### src/rtl/arm_fetch_stage.sv
// arm_fetch_stage: instruction-fetch stage of the 32-bit ARM pipeline.
// Owns the program counter, addresses the combinational instruction memory
// and captures the returned word into the IF/ID pipeline register.
// Edge priority: reset (rst==0) > branch redirect > freeze > normal advance.
//
// Flow control: there is no valid/ready handshake on this block. imem_data is
// expected to be valid in the same cycle that imem_addr is presented.
// if_valid qualifies if_inst/if_pc; a 0 marks a bubble, which decode must
// ignore. freeze is the only back-pressure: while it is high, the PC, IF/ID
// and fetch_count all hold.
module arm_fetch_stage #(
  parameter int unsigned ADDR_W   = 32,
  parameter logic [ADDR_W-1:0] RESET_PC = '0,
  parameter int unsigned PC_STEP  = 4
) (
  input  logic              clk,
  input  logic              rst,
  input  logic              freeze,
  input  logic              branch_taken,
  input  logic [ADDR_W-1:0] branch_addr,
  output logic [ADDR_W-1:0] imem_addr,
  input  logic [ADDR_W-1:0] imem_data,
  output logic [ADDR_W-1:0] if_pc,
  output logic [ADDR_W-1:0] if_inst,
  output logic              if_valid,
  output logic [31:0]       fetch_count
);

  localparam logic [ADDR_W-1:0] STEP = ADDR_W'(PC_STEP);

  logic [ADDR_W-1:0] pc_q,      pc_d;
  logic [ADDR_W-1:0] if_pc_q,   if_pc_d;
  logic [ADDR_W-1:0] if_inst_q, if_inst_d;
  logic              if_valid_q, if_valid_d;
  logic [31:0]       count_q,   count_d;
  logic [ADDR_W-1:0] pc_plus_step;
  logic [ADDR_W-1:0] branch_target;

  // The next sequential PC wraps modulo 2^ADDR_W; the branch target's low
  // two bits are dropped so every fetch stays word aligned.
  assign pc_plus_step  = pc_q + STEP;
  assign branch_target = {branch_addr[ADDR_W-1:2], 2'b00};

  // Next-state selection for the PC, IF/ID register and fetch counter.
  always_comb begin
    pc_d       = pc_q;
    if_pc_d    = if_pc_q;
    if_inst_d  = if_inst_q;
    if_valid_d = if_valid_q;
    count_d    = count_q;
    if (branch_taken) begin
      // Redirect; the word fetched this cycle is wrong-path and is dropped.
      pc_d       = branch_target;
      if_pc_d    = '0;
      if_inst_d  = '0;
      if_valid_d = 1'b0;
    end else if (!freeze) begin
      pc_d       = pc_plus_step;
      if_pc_d    = pc_plus_step;
      if_inst_d  = imem_data;
      if_valid_d = 1'b1;
      count_d    = count_q + 32'd1;
    end
  end

  // State registers with synchronous active-low reset.
  always_ff @(posedge clk) begin
    if (!rst) begin
      pc_q       <= RESET_PC;
      if_pc_q    <= '0;
      if_inst_q  <= '0;
      if_valid_q <= 1'b0;
      count_q    <= '0;
    end else begin
      pc_q       <= pc_d;
      if_pc_q    <= if_pc_d;
      if_inst_q  <= if_inst_d;
      if_valid_q <= if_valid_d;
      count_q    <= count_d;
    end
  end

  assign imem_addr   = pc_q;
  assign if_pc       = if_pc_q;
  assign if_inst     = if_inst_q;
  assign if_valid    = if_valid_q;
  assign fetch_count = count_q;

endmodule

### config.mk
export PLATFORM = sky130hd
export DESIGN_NAME = arm_fetch_stage
export DESIGN_NICKNAME = d
export VERILOG_FILES = /design/src/rtl/arm_fetch_stage.sv
export SDC_FILE = /design/constraint.sdc
export NUM_CORES = 1
export LEC_CHECK = 0
export ABC_AREA = 1
export CAP_MARGIN = 15
export CORE_MARGIN = 3
export CORE_UTILIZATION = 48
export CTS_BUF_LIST = sky130_fd_sc_hd__clkbuf_4
export CTS_CLUSTER_SIZE = 14
export DETAILED_ROUTE_END_ITERATION = 10
export PLACE_DENSITY = 0.87
export SETUP_SLACK_MARGIN = 0.15
export SLEW_MARGIN = 20
export SYNTH_ARGS = -nofsm -noshare
export SYNTH_HDL_FRONTEND = slang
export SYNTH_SLANG_ARGS = --single-unit
### constraint.sdc
create_clock -name clk -period 1.8 [get_ports clk]
set_clock_uncertainty 0.15 [all_clocks]
set_input_delay 0.36 -clock clk [delete_from_list [all_inputs] [get_ports clk]]
set_output_delay 0.36 -clock clk [all_outputs]
set_load 0.01 [all_outputs]
==> results.md, run 1 <==
- The share of total power in sequential cells is 0.475.
- For this run, the number of Yosys warnings is 0.
- In the final layout, flip-flops and latches occupy 0.002730 mm^2.
- The total area inside the core boundary comes to 0.01221 mm^2.
- After detailed routing, the number of vias per cell comes to 5.608.
- The arrival time of the worst setup path is 2.17 ns.
- On the final layout, the worst hold slack is 0.1365 ns.
- The time the worst path needs with I/O delays and setup is 1.840 ns.
- The number of antenna violations at the first check in global routing is 0.
- The proportion of register bits with asynchronous set or reset after synthesis is 0.
- The signed area change from the synthesized netlist to the final layout is 60.88%.
- The biggest cell delay along the critical path is 0.39 ns.
- The switching fraction of total power is 0.2818.
- For this design the total switching power over the nets is 1.732 mW.
- The maximum number of pins on one net before global-route repair is 65.
- The number of primary I/O pins is 197.
- In the final layout, the share of cells above drive strength 1 is 0.4458.
- Leaving out fill and tap cells, the most frequent cell in the layout is sky130_fd_sc_hd__nand2_1.
- For this run, design rule violations remaining after detail routing come to 0.
- The clock network fraction of total power is 0.359.
- VDD sags by at most 0.3263 mV.
- The first global-routing pass estimated 34580 um of wire.
- Setup repair after global routing could not meet its margin everywhere.
- The via count is 7974.
- The CTS H-tree depth is 4.
- The root buffer cell chosen for the clock tree is sky130_fd_sc_hd__clkbuf_4.
- The number of buffers added on ports is 190.
- The checks that failed: setup timing.
- The cell row count is 40.
- The slowest stage cell on the critical path is sky130_fd_sc_hd__dfxtp_4.
- Measured against its own limit, the worst slew margin works out to 0.4851.
- At the pin with the least slew margin, the transition time is 0.7723 ns.
- The overflow left after global routing is 0.
- The sum of net half-perimeters after detailed placement is 13820 um.
- The first detailed-routing pass took 9 iterations.
- The share of synthesized area in the top cell type comes to 0.4098.
- The final period utilization is 1.022.
- The run finished, with violations left.
- In this run the static leakage power is 4.601 nW.
- Across the run, the number of max-cap violations was 0.
- For this run, the total global-route usage over all layers was measured as 0.3036.
- The critical path goes through buf_4, nand2_2, nor2_4, nand3_2, nor2_1, nand2_1, nand2_1, a21oi_1, nor2_1.
- The area of the multi-input gates is 0.003709 mm^2.
- The number of distinct library cell variants in the gate-level netlist after synthesis is 34.
- The number of global-route vias before repair is 6902.
- The number of max-slew violations in the final report is 0.
- The largest total area in the synthesized netlist belongs to sky130_fd_sc_hd__dfxtp_1.
- The internal power component is 4.415 mW.
- The clock latency of the later-clocked register in the worst-skew pair is 0.55 ns.
- The remaining antenna violation count after routing is 0.
- The smallest setup slack after layout is -0.03953 ns.
- The average wire length per cell after detail routing is 18.61 um.
- The number of design-rule violations left by the first detailed-router iteration is 1088.
- For this block, the routed nets add up to 26460 um of wire.
- Counting flops with a built-in enable in the synthesized netlist gives 0.
- The most frequently used flop master after synthesis is sky130_fd_sc_hd__dfxtp_1.
- After the last flow step, the layout net total stands at 1311.
- The cell depth of the worst flop-to-flop path is 9.
- The data required time of the worst path is 2.13 ns.
- Routability-driven placement finished with a final weighted congestion of 0.9864.
- The cell count after synthesis came out at 941.
- For this design, the sink count on the clock tree is 125.
- The critical path in this run is classified as flop to flop.
- Of the total power, combinational logic draws 0.166.
- In this run, synthesis produced a sequential element count of 125.
- The initial utilization of the core area, before any placement, comes to 0.5000.
- TritonCTS built the clock tree.
- Setup violations remaining at the end of the flow were counted as 4.
- The die is 118.8 um tall.
- In the layout the commonest cells are sky130_fd_sc_hd__nand2_1, sky130_fd_sc_hd__nor2_1, sky130_fd_sc_hd__buf_2, sky130_fd_sc_hd__buf_4, sky130_fd_sc_hd__inv_1.
- The core occupancy in the finished layout is 0.8044.
- The TritonCTS buffer count is 17.
- The number of diodes added for antenna fixing is 0.
- The worst setup path is launched from a flop.
- The maximum achievable frequency is 0.5436 GHz.
- The maximum fanout along the worst path is 4.
- No sink is reached through more buffers than the 2 on the longest clock path.
- The worst hold path stage count is 5.
- The number of fill cells in the layout is 778.
- Clock-pin slew was measured on the worst setup and hold paths at 0.12 ns.
- The post-synthesis instance area is 0.006106 mm^2.
- The final-report hold violation count was 0.
- After synthesis, the mean cell area works out to 6.489 um^2.
- STA classifies the critical path endpoint as a flop.
- The total power density per cell area is 625.8 mW/mm^2.
- The worst hold-check path type is primary input to flop.
- The die covers 0.01411 mm^2.
- By area the synthesized netlist is led by sky130_fd_sc_hd__dfxtp_1, sky130_fd_sc_hd__nand2_1, sky130_fd_sc_hd__nor2_1, sky130_fd_sc_hd__inv_1, sky130_fd_sc_hd__a21oi_1.
- From left edge to right edge, the die measures 118.8 um.
- The total chip power is 6.148 mW.
- Of the synthesized area, sequential elements account for 0.4098.
==> registers in the layout (all words and copies together), names as in the netlist <==
name         count
fetch_count     32
if_inst         32
if_pc           30
imem_addr       30
if_valid         1
==> kinds of logic (layout without fill, tap and decap cells) <==
family	after synthesis	after routing	synth area share
xor+xnor	21	21	0.03012
other cells	1	4	0.0006142
fa+ha+maj	2	2	0.004098
flops	125	125	0.4098
buf+inv	150	460	0.09652
compound gates	139	139	0.1203
simple gates	503	503	0.3385
==> per-layer routing <==
metal  global-route usage  vias up  wire, um
li1                     -     3511         -
met1               0.3487     3655      9341
met2               0.5282      634     12660
met3              0.08469      174      2865
met4               0.1274        0      1599
met5                    0        -         0
==> per-stage QoR <==
step | cell area (um^2) | setup TNS (ns) | worst slack (ns) | std cells
6_report | 9823 | -0.05622 | -0.03953 | 1422
5_1_grt | 9823 | -0.2484 | -0.06566 | 1422
4_1_cts | 9086 | 0 | 0.08384 | 1393
3_5_place_dp | 8374 | -13.76 | -0.2385 | 1299
3_3_place_gp | 8374 | -13.44 | -0.2323 | 1299
2_1_floorplan | 6118 | 0 | 0.1535 | 944
==> critical path, delay by kind of cell, from the launching register on <==
kind                   cells  cell delay, ns
AOI/OAI and AO/OA          1            0.11
and+or+nand+nor            7            0.98
DFF                        1            0.39
buffers and inverters      1            0.15
==> timing repair <==
| item | in CTS | in global routing |
|---|---|---|
| pin swaps | 15 | 60 |
| gates resized for setup | 660 | 217 |
| setup buffers | 62 | 29 |
| hold buffers | 0 | 0 |
| setup endpoints to repair | 162 | 115 |
==> power groups by stage <==
stage / Combinational (mW) / Clock [mW] / Sequential (mW)
floorplan: 0.321 / 0 / 3.04
global placement: 0.811 / 0 / 3.00
detailed placement: 0.826 / 0 / 3.00
CTS: 0.863 / 2.21 / 2.91
global route: 1.07 / 2.36 / 2.93
finish: 1.02 / 2.21 / 2.92
==> synth_stat cells, types with 7 or more instances <==
cell,n
sky130_fd_sc_hd__nor2_2,10
sky130_fd_sc_hd__o21ai_0,43
sky130_fd_sc_hd__xnor2_1,8
sky130_fd_sc_hd__a31oi_1,7
sky130_fd_sc_hd__o21ai_1,14
sky130_fd_sc_hd__nor2_1,159
sky130_fd_sc_hd__nand2_1,272
sky130_fd_sc_hd__a21oi_1,66
sky130_fd_sc_hd__nand3_1,39
sky130_fd_sc_hd__inv_1,105
sky130_fd_sc_hd__clkbuf_1,27
sky130_fd_sc_hd__xor2_1,13
sky130_fd_sc_hd__dfxtp_1,125
==> final cells by class <==
class / instances / share of cell area
Inverter: 111 / 0.04305
Tap cell: 168 / 0.02140
Clock inverter: 13 / 0.01758
Multi-Input combinational cell: 669 / 0.3775
Clock buffer: 19 / 0.01452
Timing Repair Buffer: 317 / 0.2480
Sequential cell: 125 / 0.2779
==> worst paths after layout <==
path | from | endpoint | slack [ns]
max reg2reg | imem_addr[5] | imem_addr[20] | -0.04
min reg2reg | if_inst[19] | if_inst[19] | 0.32
max | imem_addr[5] | imem_addr[20] | -0.04
min | freeze | fetch_count[26] | 0.14
No activity file was read; power rests on OpenSTA's default activity.
==> run 2, diff against run 1 <==
--- a/config.mk
+++ b/config.mk
@@ -18,3 +18,4 @@
 export SYNTH_ARGS = -nofsm -noshare
 export SYNTH_HDL_FRONTEND = slang
 export SYNTH_SLANG_ARGS = --single-unit
+export TNS_END_PERCENT = 20
==> constraint.sdc (replaced) <==
create_clock -name clk -period 1.8 [get_ports clk]
set_clock_uncertainty 0.15 [all_clocks]
set_input_delay 0.18 -clock clk [delete_from_list [all_inputs] [get_ports clk]]
set_output_delay 0.18 -clock clk [all_outputs]
set_load 0.01 [all_outputs]
==> run 2 against run 1 <==
Maximum frequency grew 7.8%. Critical path depth up 1. Cell count is 4.9% lower. Highest routed layer unchanged. Flip-flop and latch count unchanged. Combinational power decreased by 20%. Hold slack worse by 0.11 ns. Power fell by 3.0%. The run now ends clean. Clock power about the same. Die area unchanged. Design area shrank 8.2%. Largest power group unchanged. Critical path type unchanged. Clock-buffer cell count grew 4.
==> results.md, run 2 (synthesized netlist as in run 1, its figures left out) <==
- At the end of routability-driven placement, the weighted congestion stood at 0.9889.
- The total area inside the core boundary comes to 0.01221 mm^2.
- The via count normalized by instance count is 5.058.
- The starting utilization of the core area is 0.5000.
- After legalization and detailed placement, the total HPWL measured 14180 um.
- The remaining antenna violation count after routing is 0.
- The flow ran to the end, and the final reports show no timing, DRC or antenna violations.
- The CTS H-tree depth is 4.
- The number of remaining DRC errors is 0.
- After clock tree synthesis, the clock-pin slew on the worst setup and hold paths is 0.11 ns.
- TritonCTS built the clock tree.
- The destination of the critical timing path is imem_addr[22].
- The signed area change from the synthesized netlist to the final layout is 47.75%.
- The overflow left after global routing is 0.
- The number of max-slew violations in the final report is 0.
- The largest vdd supply drop is 0.3337 mV.
- The number of global-route vias before repair was 6185.
- The library cells used most frequently in the layout, excluding fill and tap cells, are sky130_fd_sc_hd__nand2_1, sky130_fd_sc_hd__nor2_1, sky130_fd_sc_hd__dlygate4sd2_1, sky130_fd_sc_hd__inv_1, sky130_fd_sc_hd__dfxtp_1.
- The number of design-rule violations left by the first detailed-router iteration is 561.
- The startpoint identified for the worst register-to-register timing path is imem_addr[2].
- The max-capacitance violation count is 0.
- The number of buffers on the longest clock path is 2.
- The timing startpoint of the critical path is imem_addr[2].
- The combinational share of power is 0.138.
- The switching fraction of total power is 0.2578.
- The final-report hold violation count was 0.
- The area of the die is 0.01411 mm^2.
- The number of antenna violations at the first check in global routing was 1.
- The later pin in the worst-skew pair is clocked with a latency of 0.55 ns.
- Port buffering added 190 buffers.
- The share of cells above drive strength 1 is 0.1733.
- Setup repair after global routing could not meet its margin everywhere.
- The worst slew margin relative to its limit is 0.5301.
- The buffer type at the clock tree root is sky130_fd_sc_hd__clkbuf_4.
- The total power density per cell area is 660.8 mW/mm^2.
- The first detailed-routing pass ran for 5 iterations.
- The first global-routing pass estimated 30990 um of wire.
- The tightest min-delay check is of the primary input to flop type.
- The category of the worst setup path capture point is a flop.
- In this run the worst path has a maximum fanout of 4.
- Row generation in the floorplan step produced 40 rows.
- The reg-to-reg critical path endpoint is imem_addr[22].
- The worst setup path is launched from a flop.
- The die height is 118.8 um.
- For this design the static power due to leakage is 4.284 nW.
- The die outline width is 118.8 um.
- The TritonCTS buffer count is 17.
- Of the total power, registers draw 0.493.
- The final count of negative-setup-slack endpoints is 0.
- The number of cells on the worst reg-to-reg path is 10.
- The worst path meets setup with 0.09340 ns of slack.
- The final period utilization is 0.9481.
- The routed layout has 6839 vias.
- The clock network fraction of total power is 0.370.
- The maximum achievable frequency is 0.5860 GHz.
- The setup slack at placement is -0.08023 ns.
- The worst path needs 1.707 ns of the cycle, external delays included.
- The CTS sink count is 125.
- The total routing usage reported by global routing is 0.2733.
- The transition time at the pin with the least slew margin is 0.7048 ns.
- The core occupancy in the finished layout is 0.7387.
- The average wire length per cell after detail routing is 14.98 um.
- Leaving out fill and tap cells, the most frequent cell in the layout is sky130_fd_sc_hd__nand2_1.
- The setup path with the least slack is of type flop to flop.
- The data required time of the worst path is 2.09 ns.
- In the final design database the tool counted 1241 nets.
- The switching power is 1.537 mW.
- The routed wire length is 20250 um.
- The number of primary I/O pins is 197.
- Entering global routing, the biggest net connects 65 pins.
- STA puts the critical path data arrival time at 2.00 ns.
- Internal power comes to 4.424 mW.
- For flop-to-flop paths, the worst setup slack is 0.09 ns.
## run 2: worst min path at each step
stage / start / end / slack (ns) / cells after the start
floorplan: imem_data[0] / if_inst[0] / 0.17 / 2
global placement: if_inst[18] / if_inst[18] / 0.30 / 2
detailed placement: if_inst[6] / if_inst[6] / 0.31 / 2
CTS: imem_data[21] / if_inst[21] / 0.009 / 3
global route: imem_data[13] / if_inst[13] / 0.000002 / 3
finish: imem_data[8] / if_inst[8] / 0.03 / 3
## run 2: critical path, stage by stage, from the launching register on
cell,delay (ns)
sky130_fd_sc_hd__dfxtp_2,0.38
sky130_fd_sc_hd__ha_4,0.17
sky130_fd_sc_hd__inv_1,0.08
sky130_fd_sc_hd__nor2_4,0.14
sky130_fd_sc_hd__nand2_4,0.10
sky130_fd_sc_hd__nor2_4,0.17
sky130_fd_sc_hd__nand2_1,0.07
sky130_fd_sc_hd__nand2_1,0.06
sky130_fd_sc_hd__nand2_1,0.08
sky130_fd_sc_hd__a21oi_1,0.15
sky130_fd_sc_hd__nor2_1,0.05
## run 2: repair_timing
item | CTS | global route
gates resized for setup | 200 | 61
cloned | 0 | 0
hold buffers | 1 | 0
endpoints found under the setup margin | 160 | 77
buffers inserted | 1 | 14
endpoints found under the hold margin | 1 | 0
pin swaps | 6 | 20
## run 2: final cells by class
| type | instances | area [um^2] |
|---|---|---|
| clock inverters | 8 | 141.4 |
| flip-flops and latches | 125 | 2580 |
| multi-input cells | 669 | 3264 |
| repair buffers | 247 | 2230 |
| diodes | 1 | 2.502 |
| clock buffers | 23 | 172.7 |
| inverters | 111 | 420.4 |
| well taps | 168 | 210.2 |
| fillers | 1014 | 3191 |
## run 2: stage by stage
stage | hold WS, ns | setup TNS [ns] | power [mW] | std cells | instance area [um^2]
global placement | 0.3014 | -0.09782 | 3.810 | 1304 | 8387
detailed placement | 0.3061 | -0.4092 | 3.829 | 1304 | 8387
global route | 0.000001943 | 0 | 6.195 | 1352 | 9021
CTS | 0.008703 | -0.02876 | 5.943 | 1337 | 8707
finish | 0.03148 | 0 | 5.961 | 1352 | 9021
floorplan | 0.1746 | 0 | 3.356 | 944 | 6118
## run 2: per-layer routing
metal  GRT usage  up-vias  wire length (um)
li1            -     3389                 -
met1      0.3391     3120              8359
met2      0.4533      289              9907
met3     0.06842       41              1488
met4      0.1108        0               493
met5           0        -                 0
## run 2: power by group through the flow
stage | clock network, mW | registers [mW] | logic, mW
after floorplan | 0 | 3.04 | 0.321
after global routing | 2.35 | 2.95 | 0.894
after CTS | 2.22 | 2.93 | 0.787
final | 2.20 | 2.94 | 0.820
after global placement | 0 | 2.99 | 0.816
after detailed placement | 0 | 3.00 | 0.832
==> run 3, diff against run 2 <==
--- a/config.mk
+++ b/config.mk
@@ -7,12 +7,16 @@
 export LEC_CHECK = 0
 export ABC_AREA = 1
 export CAP_MARGIN = 15
+export CELL_PAD_IN_SITES_DETAIL_PLACEMENT = 0
+export CELL_PAD_IN_SITES_GLOBAL_PLACEMENT = 2
 export CORE_MARGIN = 3
-export CORE_UTILIZATION = 48
+export CORE_UTILIZATION = 25
 export CTS_BUF_LIST = sky130_fd_sc_hd__clkbuf_4
+export CTS_CLUSTER_DIAMETER = 100
 export CTS_CLUSTER_SIZE = 14
 export DETAILED_ROUTE_END_ITERATION = 10
 export PLACE_DENSITY = 0.87
+export REMOVE_ABC_BUFFERS = 1
 export SETUP_SLACK_MARGIN = 0.15
 export SLEW_MARGIN = 20
 export SYNTH_ARGS = -nofsm -noshare
==> run 3 against run 2 <==
Critical path depth down 3. Flip-flop and latch count unchanged. Design area up 10%. Utilization down 32 points. First-iteration DRC count down 41%. Non-clock buffer count up 52. Routed wire length up 9.7%. Setup slack better by 0.037 ns. Maximum frequency up 2.2%. Critical path type unchanged. Critical endpoint is now imem_addr[16].
==> results.md, run 3 (synthesized netlist as in run 1, its figures left out) <==
- The flow ran to the end, and the final reports show no timing, DRC or antenna violations.
- For this run, the total global-route usage over all layers was measured as 0.1661.
- The number of antenna violations at the first check in global routing is 1.
- The arrival time of the worst setup path is 1.99 ns.
- Summing all placed instances gives a cell area of 0.008795 mm^2.
- The first-pass GRT wire length is 34710 um.
- STA classifies the critical path startpoint as a flop.
- The number of remaining DRC errors is 0.
- The setup check on the worst reg-to-reg path leaves a slack of 0.13 ns.
- The die height is 162.3 um.
- The average wire length per cell after detail routing is 14.28 um.
- At the placement stage, the worst setup path has a slack of -0.1644 ns.
- The via count normalized by instance count is 4.287.
- The tree is rooted in a sky130_fd_sc_hd__clkbuf_4.
- For the pin with the worst max-slew slack, the measured transition is 0.7451 ns.
- Counting both buffers and inverters, the worst setup path holds a total of 0.
- The worst-case IR drop observed on VDD is 0.3689 mV.
- The design area is 0.009923 mm^2.
- The signed area change from the synthesized netlist to the final layout is 62.52%.
- The final-layout worst hold slack is 0.07251 ns.
- The cell row count is 56.
- The maximum achievable frequency is 0.5991 GHz.
- The number of design-rule violations left by the first detailed-router iteration is 329.
- Walking the worst path, the cells encountered are ha_4, nand3_2, nor2_4, nand3_1, xor2_2, nand2_1, a21oi_1.
- The total power density per cell area is 599.6 mW/mm^2.
- The die is 162.3 um wide.
- Headroom to the max-slew limit came out at 0.5032.
- The clock transition at the registers of the reported paths is 0.13 ns.
- The TritonCTS clock tree is done.
- In this run the remaining antenna-violating nets after routing total 0.
- The final-report hold violation count is 0.
- The number of global-route vias before repair was 6403.
- For the final routed database, the setup TNS stands at 0 ns.
- The number of buffers added on ports is 190.
- The number of max-slew violations in the final report was 0.
- Setup repair after global routing could not meet its margin everywhere.
- The smallest setup slack after layout is 0.1308 ns.
- On the critical path, the stage with the largest delay is an instance of sky130_fd_sc_hd__dfxtp_4.
- The total iterations of the first detailed-routing run is 6.
- The maximum fanout along the worst path is 3.
- The CTS H-tree depth is 4.
- The min-delay analysis places its worst path in the category primary input to flop.
- The reported leakage power is 4.578 nW.
- The CTS sink count is 125.
- The design draws 5.950 mW.
- The family with the most delay on the worst path is simple AND/OR/NAND/NOR gates.
- The share of cells above drive strength 1 is 0.2460.
- Clock tree synthesis inserted a total of 17 buffers.
- In the layout the commonest cells are sky130_fd_sc_hd__nand2_1, sky130_fd_sc_hd__nor2_1, sky130_fd_sc_hd__inv_1, sky130_fd_sc_hd__dlygate4sd2_1, sky130_fd_sc_hd__dfxtp_1.
- Dividing the final minimum period by the clock period gives 0.9273.
- Data on the critical path is required at its endpoint by 2.12 ns.
- The type of the worst setup path is flop to flop.
- The routed design has 22220 um of wire.
- The number of buffers on the longest clock path is 2.
- In the final design database the tool counted 1293 nets.
- The library cell used most frequently in the layout, excluding fill and tap cells, is sky130_fd_sc_hd__nand2_1.
- Max-cap violations in this run came to 0.
- The wire-length estimate of the detail-placed layout is 15900 um.
- The via count is 6670.
- The starting utilization of the core area is 0.2571.
- The time the worst path needs with I/O delays and setup is 1.669 ns.
- The overflow left after global routing is 0.
- The maximum number of pins on one net before global-route repair is 65.
- The congestion estimate from routability-driven global placement came to 0.7933.
- The die covers 0.02633 mm^2.
- During I/O placement, the number of pins put on the boundary was 197.
- Clock latency on the worst-skew pair, taken at its later pin, is 0.53 ns.
- Setup violations remaining at the end of the flow were counted as 0.
- The core region is 0.02375 mm^2.
- The biggest cell delay along the critical path is 0.39 ns.
- The worst setup path is captured at a flop.
[run 3: cell count changes in the layout (fill, tap and decap cells not counted), sizes merged]
cell / delta
clkinvlp: +3
dlygate4sd3: +34
clkdlybuf4s15: -2
bufinv: -2
dlygate4sd2: -18
clkinv: +1
clkbuf: -1
inv: +5
buf: +33
[run 3: per-layer routing]
metal  part of all wire  global-route usage  up-vias
met1               0.47              0.2186     2998
met5                  0                   0        -
li1                   -                   -     3478
met4             0.0073             0.04033        0
met3              0.059             0.04004       10
met2               0.46              0.2749      184
[run 3: final cells by class]
cell class | instances | area [um^2]
Antenna cell | 1 | 2.502
Clock buffer | 17 | 127.6
Clock inverter | 15 | 161.4
Fill cell | 2484 | 13830
Inverter | 111 | 420.4
Multi-Input combinational cell | 669 | 3466
Sequential cell | 125 | 2608
Tap cell | 319 | 399.1
Timing Repair Buffer | 299 | 2739
[run 3: path summary, 6_finish.rpt]
check	start	to	cells past startpoint
max	imem_addr[2]	imem_addr[16]	7
min	branch_addr[5]	imem_addr[5]	3
max reg2reg	imem_addr[2]	imem_addr[16]	7
min reg2reg	if_inst[25]	if_inst[25]	2
[run 3: worst min-delay path: stages]
cell                              delay (ns)
sky130_fd_sc_hd__clkdlybuf4s50_1        0.39
sky130_fd_sc_hd__nand2_1                0.08
sky130_fd_sc_hd__a31oi_1                0.07
[run 3: what timing repair did]
item,in CTS,in global routing
endpoints found under the hold margin,35,0
setup buffers,5,7
endpoints found under the setup margin,165,76
hold buffers,35,0
pin swaps,8,39
resized for setup,260,143
[run 3: through the flow]
stage	utilization	instances
finish	0.4178	1556
global route	0.4178	1556
CTS	0.3977	1548
detailed placement	0.3703	1476
global placement	0.3703	1476
floorplan	-	905
[run 3: where the power goes]
| group | switching, mW | internal (mW) | leakage [nW] | total [mW] |
|---|---|---|---|---|
| clock network | 1.23 | 0.843 | 0.146 | 2.07 |
| registers | 0.0770 | 2.85 | 1.05 | 2.93 |
| logic | 0.472 | 0.473 | 3.38 | 0.945 |
